### src/rtl/cnn_pkg.sv
// ---------------------------------------------------------------------------
// cnn_pkg
//   Shared definitions for the 4x4 CNN run controller:
//   - fixed-point word width and the +1.0 / -1.0 constants
//   - config register address map
//   - run FSM state encoding
// ---------------------------------------------------------------------------
package cnn_pkg;

  // Fixed-point word {sign, 2^3..2^0, 2^-1..2^-4}; 1.0 = 9'h010
  localparam int WIDTH = 9;
  localparam logic [WIDTH-1:0] ONE     = 9'h010;
  localparam logic [WIDTH-1:0] NEG_ONE = 9'h1F0;

  // Array geometry: 3x3 template taps, 4x4 cells
  localparam int N_TAP  = 9;
  localparam int N_CELL = 16;

  // Config bus geometry
  localparam int CFG_AW = 6;
  localparam int CFG_DW = 16;

  // Config address map
  localparam logic [CFG_AW-1:0] ADDR_A0    = 6'd0;
  localparam logic [CFG_AW-1:0] ADDR_B0    = 6'd9;
  localparam logic [CFG_AW-1:0] ADDR_U0    = 6'd18;
  localparam logic [CFG_AW-1:0] ADDR_I     = 6'd34;
  localparam logic [CFG_AW-1:0] ADDR_MAXIT = 6'd35;

  typedef enum logic [1:0] {
    ST_IDLE = 2'd0,
    ST_INIT = 2'd1,
    ST_RUN  = 2'd2,
    ST_DONE = 2'd3
  } run_state_t;

endpackage

### src/rtl/cnn_run_ctrl_if.sv
// ---------------------------------------------------------------------------
// cnn_run_ctrl_if
//   Config write bus of the CNN run controller.
//   cfg_we    : write strobe
//   cfg_addr  : register address (see cnn_pkg address map)
//   cfg_wdata : write data
//   cfg_err   : 1-cycle pulse, previous write rejected
//   master = host side, slave = controller side.
// ---------------------------------------------------------------------------
interface cnn_run_ctrl_if;

  logic                        cfg_we;
  logic [cnn_pkg::CFG_AW-1:0]  cfg_addr;
  logic [cnn_pkg::CFG_DW-1:0]  cfg_wdata;
  logic                        cfg_err;

  modport master (
    output cfg_we,
    output cfg_addr,
    output cfg_wdata,
    input  cfg_err
  );

  modport slave (
    input  cfg_we,
    input  cfg_addr,
    input  cfg_wdata,
    output cfg_err
  );

endinterface

### src/rtl/cnn_cfg_regfile.sv
// ---------------------------------------------------------------------------
// cnn_cfg_regfile
//   Write-only configuration registers for the CNN array.
//   clk, rst_n : clock, asynchronous active-low reset
//   idle       : controller is in IDLE; writes are accepted only then
//   cfg        : config write bus (slave side), cfg_err pulses on reject
//   a_tmpl     : A1..A9 (A1 in LSBs)
//   b_tmpl     : B1..B9
//   u_out      : U1..U16
//   i_bias     : bias I
//   max_iter   : iteration limit (reset value 256)
// ---------------------------------------------------------------------------
module cnn_cfg_regfile
  import cnn_pkg::*;
#(
  parameter int ITER_W = 16
) (
  input  logic                      clk,
  input  logic                      rst_n,
  input  logic                      idle,
  cnn_run_ctrl_if.slave             cfg,
  output logic [N_TAP*WIDTH-1:0]    a_tmpl,
  output logic [N_TAP*WIDTH-1:0]    b_tmpl,
  output logic [N_CELL*WIDTH-1:0]   u_out,
  output logic [WIDTH-1:0]          i_bias,
  output logic [ITER_W-1:0]         max_iter
);

  logic [WIDTH-1:0] a_reg [N_TAP];
  logic [WIDTH-1:0] b_reg [N_TAP];
  logic [WIDTH-1:0] u_reg [N_CELL];

  logic addr_ok;
  logic wr_ok;
  logic err_q;

  assign addr_ok = (cfg.cfg_addr <= ADDR_MAXIT);
  assign wr_ok   = cfg.cfg_we && idle && addr_ok;

  always_ff @(posedge clk or negedge rst_n) begin
    if (!rst_n) begin
      for (int i = 0; i < N_TAP; i++) begin
        a_reg[i] <= '0;
        b_reg[i] <= '0;
      end
      for (int i = 0; i < N_CELL; i++) begin
        u_reg[i] <= '0;
      end
      i_bias   <= '0;
      max_iter <= ITER_W'(256);
      err_q    <= 1'b0;
    end else begin
      // Rejected: out-of-map address, or any write while a run is active
      err_q <= cfg.cfg_we && !(idle && addr_ok);
      if (wr_ok) begin
        for (int i = 0; i < N_TAP; i++) begin
          if (cfg.cfg_addr == ADDR_A0 + 6'(i)) a_reg[i] <= cfg.cfg_wdata[WIDTH-1:0];
          if (cfg.cfg_addr == ADDR_B0 + 6'(i)) b_reg[i] <= cfg.cfg_wdata[WIDTH-1:0];
        end
        for (int i = 0; i < N_CELL; i++) begin
          if (cfg.cfg_addr == ADDR_U0 + 6'(i)) u_reg[i] <= cfg.cfg_wdata[WIDTH-1:0];
        end
        if (cfg.cfg_addr == ADDR_I)     i_bias   <= cfg.cfg_wdata[WIDTH-1:0];
        // Limit is the low ITER_W bits of the data word, zero-extended
        if (cfg.cfg_addr == ADDR_MAXIT) max_iter <= ITER_W'(cfg.cfg_wdata);
      end
    end
  end

  assign cfg.cfg_err = err_q;

  always_comb begin
    a_tmpl = '0;
    b_tmpl = '0;
    u_out  = '0;
    for (int i = 0; i < N_TAP; i++) begin
      a_tmpl[i*WIDTH +: WIDTH] = a_reg[i];
      b_tmpl[i*WIDTH +: WIDTH] = b_reg[i];
    end
    for (int i = 0; i < N_CELL; i++) begin
      u_out[i*WIDTH +: WIDTH] = u_reg[i];
    end
  end

endmodule

### src/rtl/cnn_run_ctrl.sv
// ---------------------------------------------------------------------------
// cnn_run_ctrl
//   Run controller for the 4x4 CNN array. Holds the configuration, starts
//   the array, watches Y for convergence or the iteration limit, and
//   latches the final Y image.
//   clk, rst_n : clock, asynchronous active-low reset
//   cfg        : config write bus (slave), includes cfg_err
//   start      : run request (level, honoured only in IDLE)
//   abort      : cancel current run (INIT/RUN)
//   y_in       : array outputs Y1..Y16, Y1 in LSBs
//   a_tmpl, b_tmpl, u_out, i_bias : configuration to the array
//   arr_init   : 1-cycle initial-state load pulse
//   arr_en     : array state-update enable (RUN)
//   busy       : INIT or RUN
//   done       : 1-cycle completion pulse
//   converged  : result flag, valid with done, held until next start
//   iter_cnt   : arr_en cycles of the last/current run
//   y_result   : Y image captured in the done cycle
// ---------------------------------------------------------------------------
module cnn_run_ctrl
  import cnn_pkg::*;
#(
  parameter int ITER_W        = 16,
  parameter int STABLE_CYCLES = 4,
  parameter int ARR_LAT       = 1
) (
  input  logic                      clk,
  input  logic                      rst_n,
  cnn_run_ctrl_if.slave             cfg,
  input  logic                      start,
  input  logic                      abort,
  input  logic [N_CELL*WIDTH-1:0]   y_in,
  output logic [N_TAP*WIDTH-1:0]    a_tmpl,
  output logic [N_TAP*WIDTH-1:0]    b_tmpl,
  output logic [N_CELL*WIDTH-1:0]   u_out,
  output logic [WIDTH-1:0]          i_bias,
  output logic                      arr_init,
  output logic                      arr_en,
  output logic                      busy,
  output logic                      done,
  output logic                      converged,
  output logic [ITER_W-1:0]         iter_cnt,
  output logic [N_CELL*WIDTH-1:0]   y_result
);

  localparam int                 SC_W    = $clog2(STABLE_CYCLES + 1);
  localparam logic [SC_W-1:0]    SC_LAST = SC_W'(STABLE_CYCLES - 1);
  localparam logic [ITER_W-1:0]  LAT     = ITER_W'(ARR_LAT);

  run_state_t                state;
  run_state_t                state_nxt;
  logic                      idle;
  logic [ITER_W-1:0]         max_iter;
  logic [ITER_W-1:0]         iter_nxt;
  logic [SC_W-1:0]           stable_cnt;
  logic [N_CELL*WIDTH-1:0]   y_prev;
  logic                      y_same;
  logic                      cmp_en;
  logic                      conv_hit;
  logic                      lim_hit;

  assign idle = (state == ST_IDLE);

  cnn_cfg_regfile #(
    .ITER_W (ITER_W)
  ) u_regfile (
    .clk      (clk),
    .rst_n    (rst_n),
    .idle     (idle),
    .cfg      (cfg),
    .a_tmpl   (a_tmpl),
    .b_tmpl   (b_tmpl),
    .u_out    (u_out),
    .i_bias   (i_bias),
    .max_iter (max_iter)
  );

  // iter_cnt equals the RUN cycle index k before its increment, so it
  // doubles as the latency mask counter.
  assign iter_nxt = iter_cnt + ITER_W'(1);
  assign y_same   = (y_in == y_prev);
  assign cmp_en   = (iter_cnt >= LAT);
  assign conv_hit = cmp_en && y_same && (stable_cnt == SC_LAST);
  assign lim_hit  = (iter_nxt == max_iter);

  // State register
  always_ff @(posedge clk or negedge rst_n) begin
    if (!rst_n) state <= ST_IDLE;
    else        state <= state_nxt;
  end

  // Next-state logic
  always_comb begin
    state_nxt = state;
    unique case (state)
      ST_IDLE: if (start) state_nxt = ST_INIT;
      ST_INIT: begin
        if (abort)                 state_nxt = ST_IDLE;
        else if (max_iter == '0)   state_nxt = ST_DONE;
        else                       state_nxt = ST_RUN;
      end
      ST_RUN: begin
        if (abort)                  state_nxt = ST_IDLE;
        else if (conv_hit || lim_hit) state_nxt = ST_DONE;
      end
      ST_DONE: state_nxt = ST_IDLE;
      default: state_nxt = ST_IDLE;
    endcase
  end

  // Moore outputs
  always_comb begin
    arr_init = 1'b0;
    arr_en   = 1'b0;
    busy     = 1'b0;
    done     = 1'b0;
    unique case (state)
      ST_INIT: begin arr_init = 1'b1; busy = 1'b1; end
      ST_RUN:  begin arr_en   = 1'b1; busy = 1'b1; end
      ST_DONE: done = 1'b1;
      default: ;
    endcase
  end

  // Run counters and result registers
  always_ff @(posedge clk or negedge rst_n) begin
    if (!rst_n) begin
      iter_cnt   <= '0;
      stable_cnt <= '0;
      converged  <= 1'b0;
      y_result   <= '0;
    end else begin
      unique case (state)
        ST_IDLE: begin
          if (start) begin
            iter_cnt   <= '0;
            stable_cnt <= '0;
            converged  <= 1'b0;
          end
        end
        ST_RUN: begin
          iter_cnt <= iter_nxt;
          if (cmp_en) stable_cnt <= y_same ? stable_cnt + SC_W'(1) : '0;
          // Convergence outranks the limit exit; abort leaves the flag alone
          if (!abort && conv_hit) converged <= 1'b1;
        end
        ST_DONE: y_result <= y_in;
        default: ;
      endcase
    end
  end

  // Previous Y image, only meaningful once compares are unmasked
  always_ff @(posedge clk) begin
    if (state == ST_RUN) y_prev <= y_in;
  end

endmodule

### src/flat_wrapper.sv
// flat-port wrapper written by rule: the top's interface ports become plain ports
module cnn_run_ctrl_flat import cnn_pkg::*;
#(
  parameter int ITER_W        = 16,
  parameter int STABLE_CYCLES = 4,
  parameter int ARR_LAT       = 1
)
  (clk, rst_n, start, abort, y_in, a_tmpl, b_tmpl, u_out, i_bias, arr_init, arr_en, busy, done, converged, iter_cnt, y_result, cfg_cfg_we, cfg_cfg_addr, cfg_cfg_wdata, cfg_cfg_err);
  cnn_run_ctrl_if cfg_i ();
  input  logic clk;
  input  logic rst_n;
  input  logic start;
  input  logic abort;
  input  logic [N_CELL*WIDTH-1:0] y_in;
  output logic [N_TAP*WIDTH-1:0] a_tmpl;
  output logic [N_TAP*WIDTH-1:0] b_tmpl;
  output logic [N_CELL*WIDTH-1:0] u_out;
  output logic [WIDTH-1:0] i_bias;
  output logic arr_init;
  output logic arr_en;
  output logic busy;
  output logic done;
  output logic converged;
  output logic [ITER_W-1:0] iter_cnt;
  output logic [N_CELL*WIDTH-1:0] y_result;
  input wire logic [$bits(cfg_i.cfg_we)-1:0] cfg_cfg_we;
  input wire logic [$bits(cfg_i.cfg_addr)-1:0] cfg_cfg_addr;
  input wire logic [$bits(cfg_i.cfg_wdata)-1:0] cfg_cfg_wdata;
  output wire logic [$bits(cfg_i.cfg_err)-1:0] cfg_cfg_err;
  assign cfg_i.cfg_we = cfg_cfg_we;
  assign cfg_i.cfg_addr = cfg_cfg_addr;
  assign cfg_i.cfg_wdata = cfg_cfg_wdata;
  assign cfg_cfg_err = cfg_i.cfg_err;
  cnn_run_ctrl #(.ITER_W(ITER_W), .STABLE_CYCLES(STABLE_CYCLES), .ARR_LAT(ARR_LAT)) u_core (.clk(clk), .rst_n(rst_n), .cfg(cfg_i), .start(start), .abort(abort), .y_in(y_in), .a_tmpl(a_tmpl), .b_tmpl(b_tmpl), .u_out(u_out), .i_bias(i_bias), .arr_init(arr_init), .arr_en(arr_en), .busy(busy), .done(done), .converged(converged), .iter_cnt(iter_cnt), .y_result(y_result));
endmodule
### config.mk
export PLATFORM = sky130hd
export DESIGN_NAME = cnn_run_ctrl_flat
export DESIGN_NICKNAME = d
export VERILOG_FILES = /design/src/rtl/cnn_pkg.sv /design/src/rtl/cnn_run_ctrl_if.sv /design/src/rtl/cnn_cfg_regfile.sv /design/src/rtl/cnn_run_ctrl.sv /design/src/flat_wrapper.sv
export SDC_FILE = /design/constraint.sdc
export NUM_CORES = 1
export LEC_CHECK = 0
export ABC_AREA = 1
export CAP_MARGIN = 15
export CORE_AREA = 2 2 255 257
export CTS_BUF_LIST = sky130_fd_sc_hd__clkbuf_8
export DETAILED_ROUTE_END_ITERATION = 10
export DIE_AREA = 0 0 257 259
export PLACE_DENSITY = 0.67
export REMOVE_ABC_BUFFERS = 1
export SYNTH_ARGS = -nofsm -noshare
export SYNTH_HDL_FRONTEND = slang
export SYNTH_SLANG_ARGS = --single-unit
### constraint.sdc
create_clock -name clk -period 13.1 [get_ports clk]
set_input_delay 2.62 -clock clk [delete_from_list [all_inputs] [get_ports clk]]
set_output_delay 2.62 -clock clk [all_outputs]
set_load 0.02 [all_outputs]
* Word level (Yosys, flattened, before mapping)
Cells that the tools add are included.
** Word-level totals
- Output and inout port bits :: 481
- Word-level logic and storage cells :: 166
- Register bits after elaboration :: 642
- Input port bits :: 171
** Cells by class
- Magnitude comparators :: 2
- Multiplexer cells :: 19
- Equality and inequality tests :: 45
- Add/sub/neg operators :: 2
- Reduce and logical (&&, ||, !) cells :: 55
** Operators with widths (number)
- $eq 144x144->1 :: 1
- $eq 6x5->1 const B :: 16
- $reduce_and 2->1 :: 38
- $eq 6x4->1 const B :: 8
- $pmux 16 s2 :: 1
- $eq 6x3->1 const B :: 4
- $eq 6x6->1 const B :: 4
- $add 16x1->16 const B :: 1
- $eq 16x16->1 :: 1
- $ge 16x1->1 const B :: 1
- $logic_not 16->1 :: 1
- $mux 16 :: 1
- $eq 6x2->1 const B :: 2
- $mux 3 :: 3
- $mux 2 :: 4
- $pmux 2 s4 :: 1
- $logic_and 1x1->1 :: 7
- $mux 1 :: 7
- $eq 6x1->1 const B :: 1
- $le 6x6->1 const B :: 1
- $logic_not 6->1 :: 1
- $pmux 3 s2 :: 1
- $reduce_and 3->1 :: 2
- $eq 2x2->1 const B :: 2
- other kinds (12) :: 14

* Depth between registers and ports, before layout
- Depth after elaboration :: 7
- Depth in mapped cells :: 16
- Gate-level depth less buffers :: 16

* Hierarchy
From an unflattened synthesis, not the netlist that was laid out.
** Unflattened totals
- Cell total of the unflattened synthesis :: 2593
- Area total of the unflattened synthesis :: 26783.2 µm²
** By module, submodules not included
- cnn_run_ctrl :: instances 1, seq. area each 8478.1 µm², cells each 1193, area an instance 13511.7 µm²
- cnn_cfg_regfile :: instances 1, seq. area each 8309.2 µm², cells each 1400, area an instance 13271.5 µm²

* Worst setup path before layout
No wires, ideal clock.
- Path type :: flip-flop to output port
- Start :: reg u_core.state[0]
- End :: out arr_en
- Stages on the path, launching flop included :: 3
- Arrival :: 4034 ps
- Data required time :: 10480 ps
- Path buffers :: 0
- Slack :: 6446 ps
- Cell sequence :: dfrtp_1 -> inv_1 -> ha_1
** On the way
- Word-level cells in the longest chain between the ends :: 2
** RTL lines
- from (decl) :: line cnn_run_ctrl.sv:50 : run_state_t state;
- from (signal assigned) :: line cnn_run_ctrl.sv:89 : else state <= state_nxt;
- $eq 2x2->1 :: line cnn_run_ctrl.sv:117 : unique case (state)
- $mux 1 :: line cnn_run_ctrl.sv:117
- to (decl) :: line flat_wrapper.sv:20 : output logic arr_en;
Every way passes these cells.

* Final worst setup path
- Start :: reg u_core.state[0]
- End :: out busy
** On the way
- Word-level cells in the longest chain between the ends :: 3
** RTL lines
- $eq 2x1->1 / $eq 2x2->1 (equally long branches) :: line cnn_run_ctrl.sv:117
- $reduce_or 2->1 (no line) (*)
- $mux 1 (*) :: line cnn_run_ctrl.sv:117
- to (decl) :: line flat_wrapper.sv:21 : output logic busy;
Mark *: on every way between the ends. The rest lies on a longest branch, timed or not.

==> results.py <==
metrics = {
    "route": {
        "ant_nets": 0,
        "vias": 19400,
        "wl_um": 86000,
        "drc": 0,
        "drt_pass1_iterations": 8,
        "drt_iter0_markers": 1203,
        "wl_per_cell_um": 22.1,
        "viasPerCell": 4.98,
    },
    "cells_and_area": {
        "final_core_util_pct": 54.8,
        "final_nets": 3122,
        "finalNonFillerCells": 3895,
        "drive_gt1_share_pct": 11.7,
        "syn_to_final_growth_pct": 38.3,
    },
    "critical_path": {
        "crit_path_cell_trace": "inv_1 -> ha_1 -> clkdlybuf4s50_1",
        "r2r_start": "u_core.state[0]",
        "cp.arrival_ps": 2190,
        "cp_slowest_cell": "clkdlybuf4s50_1",
        "path_max_fanout": 4,
        "worst-path-buf-inv": 2,
        "path_delay_family": "buffers and inverters",
        "worst_ep_required_time_ps": 10480,
        "worstSetupPathType": "reg -> out",
        "crit_path_end_kind": "output pin",
        "cp-startpoint": "u_core.state[0]",
        "start_kind": "flip-flop",
        "slowest_delay_ps": 660,
        "r2r_slack_ps": 9630,
    },
    "place": {
        "place.gp.congestion": 0.860,
        "hpwl_um": 61100,
        "placedCellCount": 3689,
        "io_buffers": 651,
        "preCtsSetupSlack_ps": 7840,
    },
    "timing": {
        "finalCriticalPeriod_ps": 4810,
        "fin_ws_ps": 8290,
        "final-hold-violation-count": 0,
        "rsz0062_at_grt": "no",
        "finalSetupViolCount": 0,
        "max_slew_margin_pct": 26.8,
        "fin_worst_skew_ps": 29.5,
        "drv_slew": 0,
        "setup_tns_ps": 0,
        "fmax_mhz": 208,
        "finalCritPeriodShare_pct": 36.7,
        "worstMarginPinSlew_ps": 1100,
    },
    "hold_path": {
        "hp-class": "reg -> reg",
        "worstHoldStart": "u_core.u_regfile.u_out[139]",
    },
    "pwr": {
        "power_density_mw_per_mm2": 193,
        "power.leakage_nw": 14.8,
        "irDropWorstVdd_mv": 0.119,
        "power_w": 0.00675,
    },
    "die": {
        "std_cell_rows": 93,
        "io_pins": 652,
        "fp.dieArea_mm2": 0.0666,
        "coreArea_mm2": 0.0639,
        "die_y_um": 259,
        "start_util_pct": 39.6,
        "die_w_um": 257,
    },
    "synth": {
        "yosys_warnings": 0,
        "yosysSeqAreaShare_pct": 66.3,
        "syn-instance-count": 2248,
        "synth_top_area_cell": "dfrtp_1",
        "ys_ff_latch": 642,
        "syn_avg_cell_area_um2": 11.3,
        "synthTopCellsByArea": "dfrtp_1 (49%), edfxtp_1 (17%), nand2_1 (8.0%), mux2_2 (5.3%), xnor2_1 (3.6%)",
        "yosysUniqueCellTypes": 37,
        "synthesis.area_mm2": 0.0253,
        "synth_top_cell_area_share_pct": 49.1,
    },
    "outcome": {
        "run_status": "finished, final reports clean",
    },
    "global_route": {
        "grt_max_degree": 118,
        "overflow": 0,
        "grt_usage_pct": 25.5,
        "grt_pass1_wl_um": 129000,
        "grt_antenna_before_repair": 7,
        "grt_pass1_vias": 19800,
    },
    "clock_network": {
        "clock-sinks": 642,
        "clk_pin_slew_worst_paths_ps": 60,
        "numCtsBuffers": 106,
        "post_cts_buffers": 0,
        "cts_resized": 0,
        "clkLatencyLatePin_ps": 700,
        "root_buffer": "clkbuf_8",
        "cts_buffer_depth": 3,
        "hold_buffers": 0,
        "htreeDepth": 3,
        "cts_tree": "done",
    },
    "flow_run": {
        "cap_viol_max_count": 0,
    },
}
[power by group]
group          switching, W  internal (W)  leakage (nW)  total, W
logic               0.00115      0.000974          5.64   0.00213
registers          0.000237       0.00251          7.85   0.00275
clock network      0.000840       0.00103          1.32   0.00187
[synthesized netlist by cell type (all sizes together)]
cell,instances
mux2,119
or2,5
dfrtp,497
inv,111
buf,27
o41ai,1
nand3b,5
ha,9
nand4,26
a21oi,33
and3,1
clkbuf,61
edfxtp,144
nor4,4
nand3,40
dfstp,1
o21ai,337
nand2,569
o22ai,13
nor2,122
nor3b,1
nor3,3
mux2i,1
xnor2,105
and2,1
a21boi,2
xor2,10
[cell type report]
type                            count  area, um2
Antenna cell                        7       17.5
Clock inverter                     60        395
Timing Repair Buffer              674       6690
Fill cell                        5415      28900
Inverter                          111        417
Sequential cell                   642      16800
Multi-Input combinational cell   1407       7700
Clock buffer                      139       1910
Tap cell                          855       1070
[worst reg2reg max path, cell delays in order (launching register included)]
cell,delay [ps]
dfrtp_1,440
inv_1,140
ha_4,200
buf_4,580
inv_1,180
nor2_1,380
inv_1,320
nand2_1,520
inv_1,130
o21ai_0,310
o21ai_0,130
[logic make-up after synthesis]
group | after synthesis | synth area share (%)
flip-flops | 642 | 66.3
AO/OA/AOI/OAI | 386 | 7.82
multiplexers | 120 | 5.33
XOR/XNOR | 115 | 3.98
buffers and inverters | 199 | 3.36
adder cells (fa/ha/maj) | 9 | 0.445
AND/OR/NAND/NOR | 777 | 12.7
[registers in the layout (all words and copies together), names as in the netlist, 3 cells and up]
name                       count
u_core.iter_cnt               16
u_core.stable_cnt              3
u_core.u_regfile.a_tmpl       81
u_core.u_regfile.b_tmpl       81
u_core.u_regfile.i_bias        9
u_core.u_regfile.max_iter     16
u_core.u_regfile.u_out       144
u_core.y_prev                144
u_core.y_result              144
[metal layers]
metal / global-route usage [%] / vias to the layer above / wire length, um
li1: - / 8894 / -
met1: 30.9 / 9588 / 34000
met2: 42.7 / 788 / 41100
met3: 9.45 / 127 / 8750
met4: 7.74 / 4 / 2080
met5: 0 / - / 34
[through the flow]
stage                     hold WS [ps]  area [um2]
final                              487       35000
after global placement             465       32700
after floorplan                    457       24900
after global routing               505       35000
after detailed placement           474       32700
after CTS                          489       35000
[layout by cell type (no fill, tap or decap), types with 3 or more instances in the layout]
cell	count
o21ai_0	154
o22ai_1	13
clkinv_1	3
o21ai_2	6
buf_4	23
or2_2	5
a21oi_1	33
xor2_1	10
nor2_1	120
clkinv_2	14
xnor2_1	105
nand3_1	39
nand2_2	17
nor4_1	4
clkdlybuf4s50_1	650
diode_2	7
dfrtp_1	497
clkbuf_8	139
mux2_2	119
ha_1	7
nand2_1	542
nand4_1	26
o21ai_1	177
edfxtp_1	144
inv_1	142
nand2_4	10
bufinv_16	4
nand3b_1	5
[final timing paths]
check	cells past startpoint	to
setup reg to reg	10	u_core.stable_cnt[1]
max in group asynchronous	3	u_core.y_result[52]
setup / recovery	3	busy
hold / removal	2	u_core.u_regfile.u_out[139]
hold reg to reg	2	u_core.u_regfile.u_out[139]
min in group asynchronous	1	u_core.u_regfile.a_tmpl[76]
(Power assumes the default switching activity.)
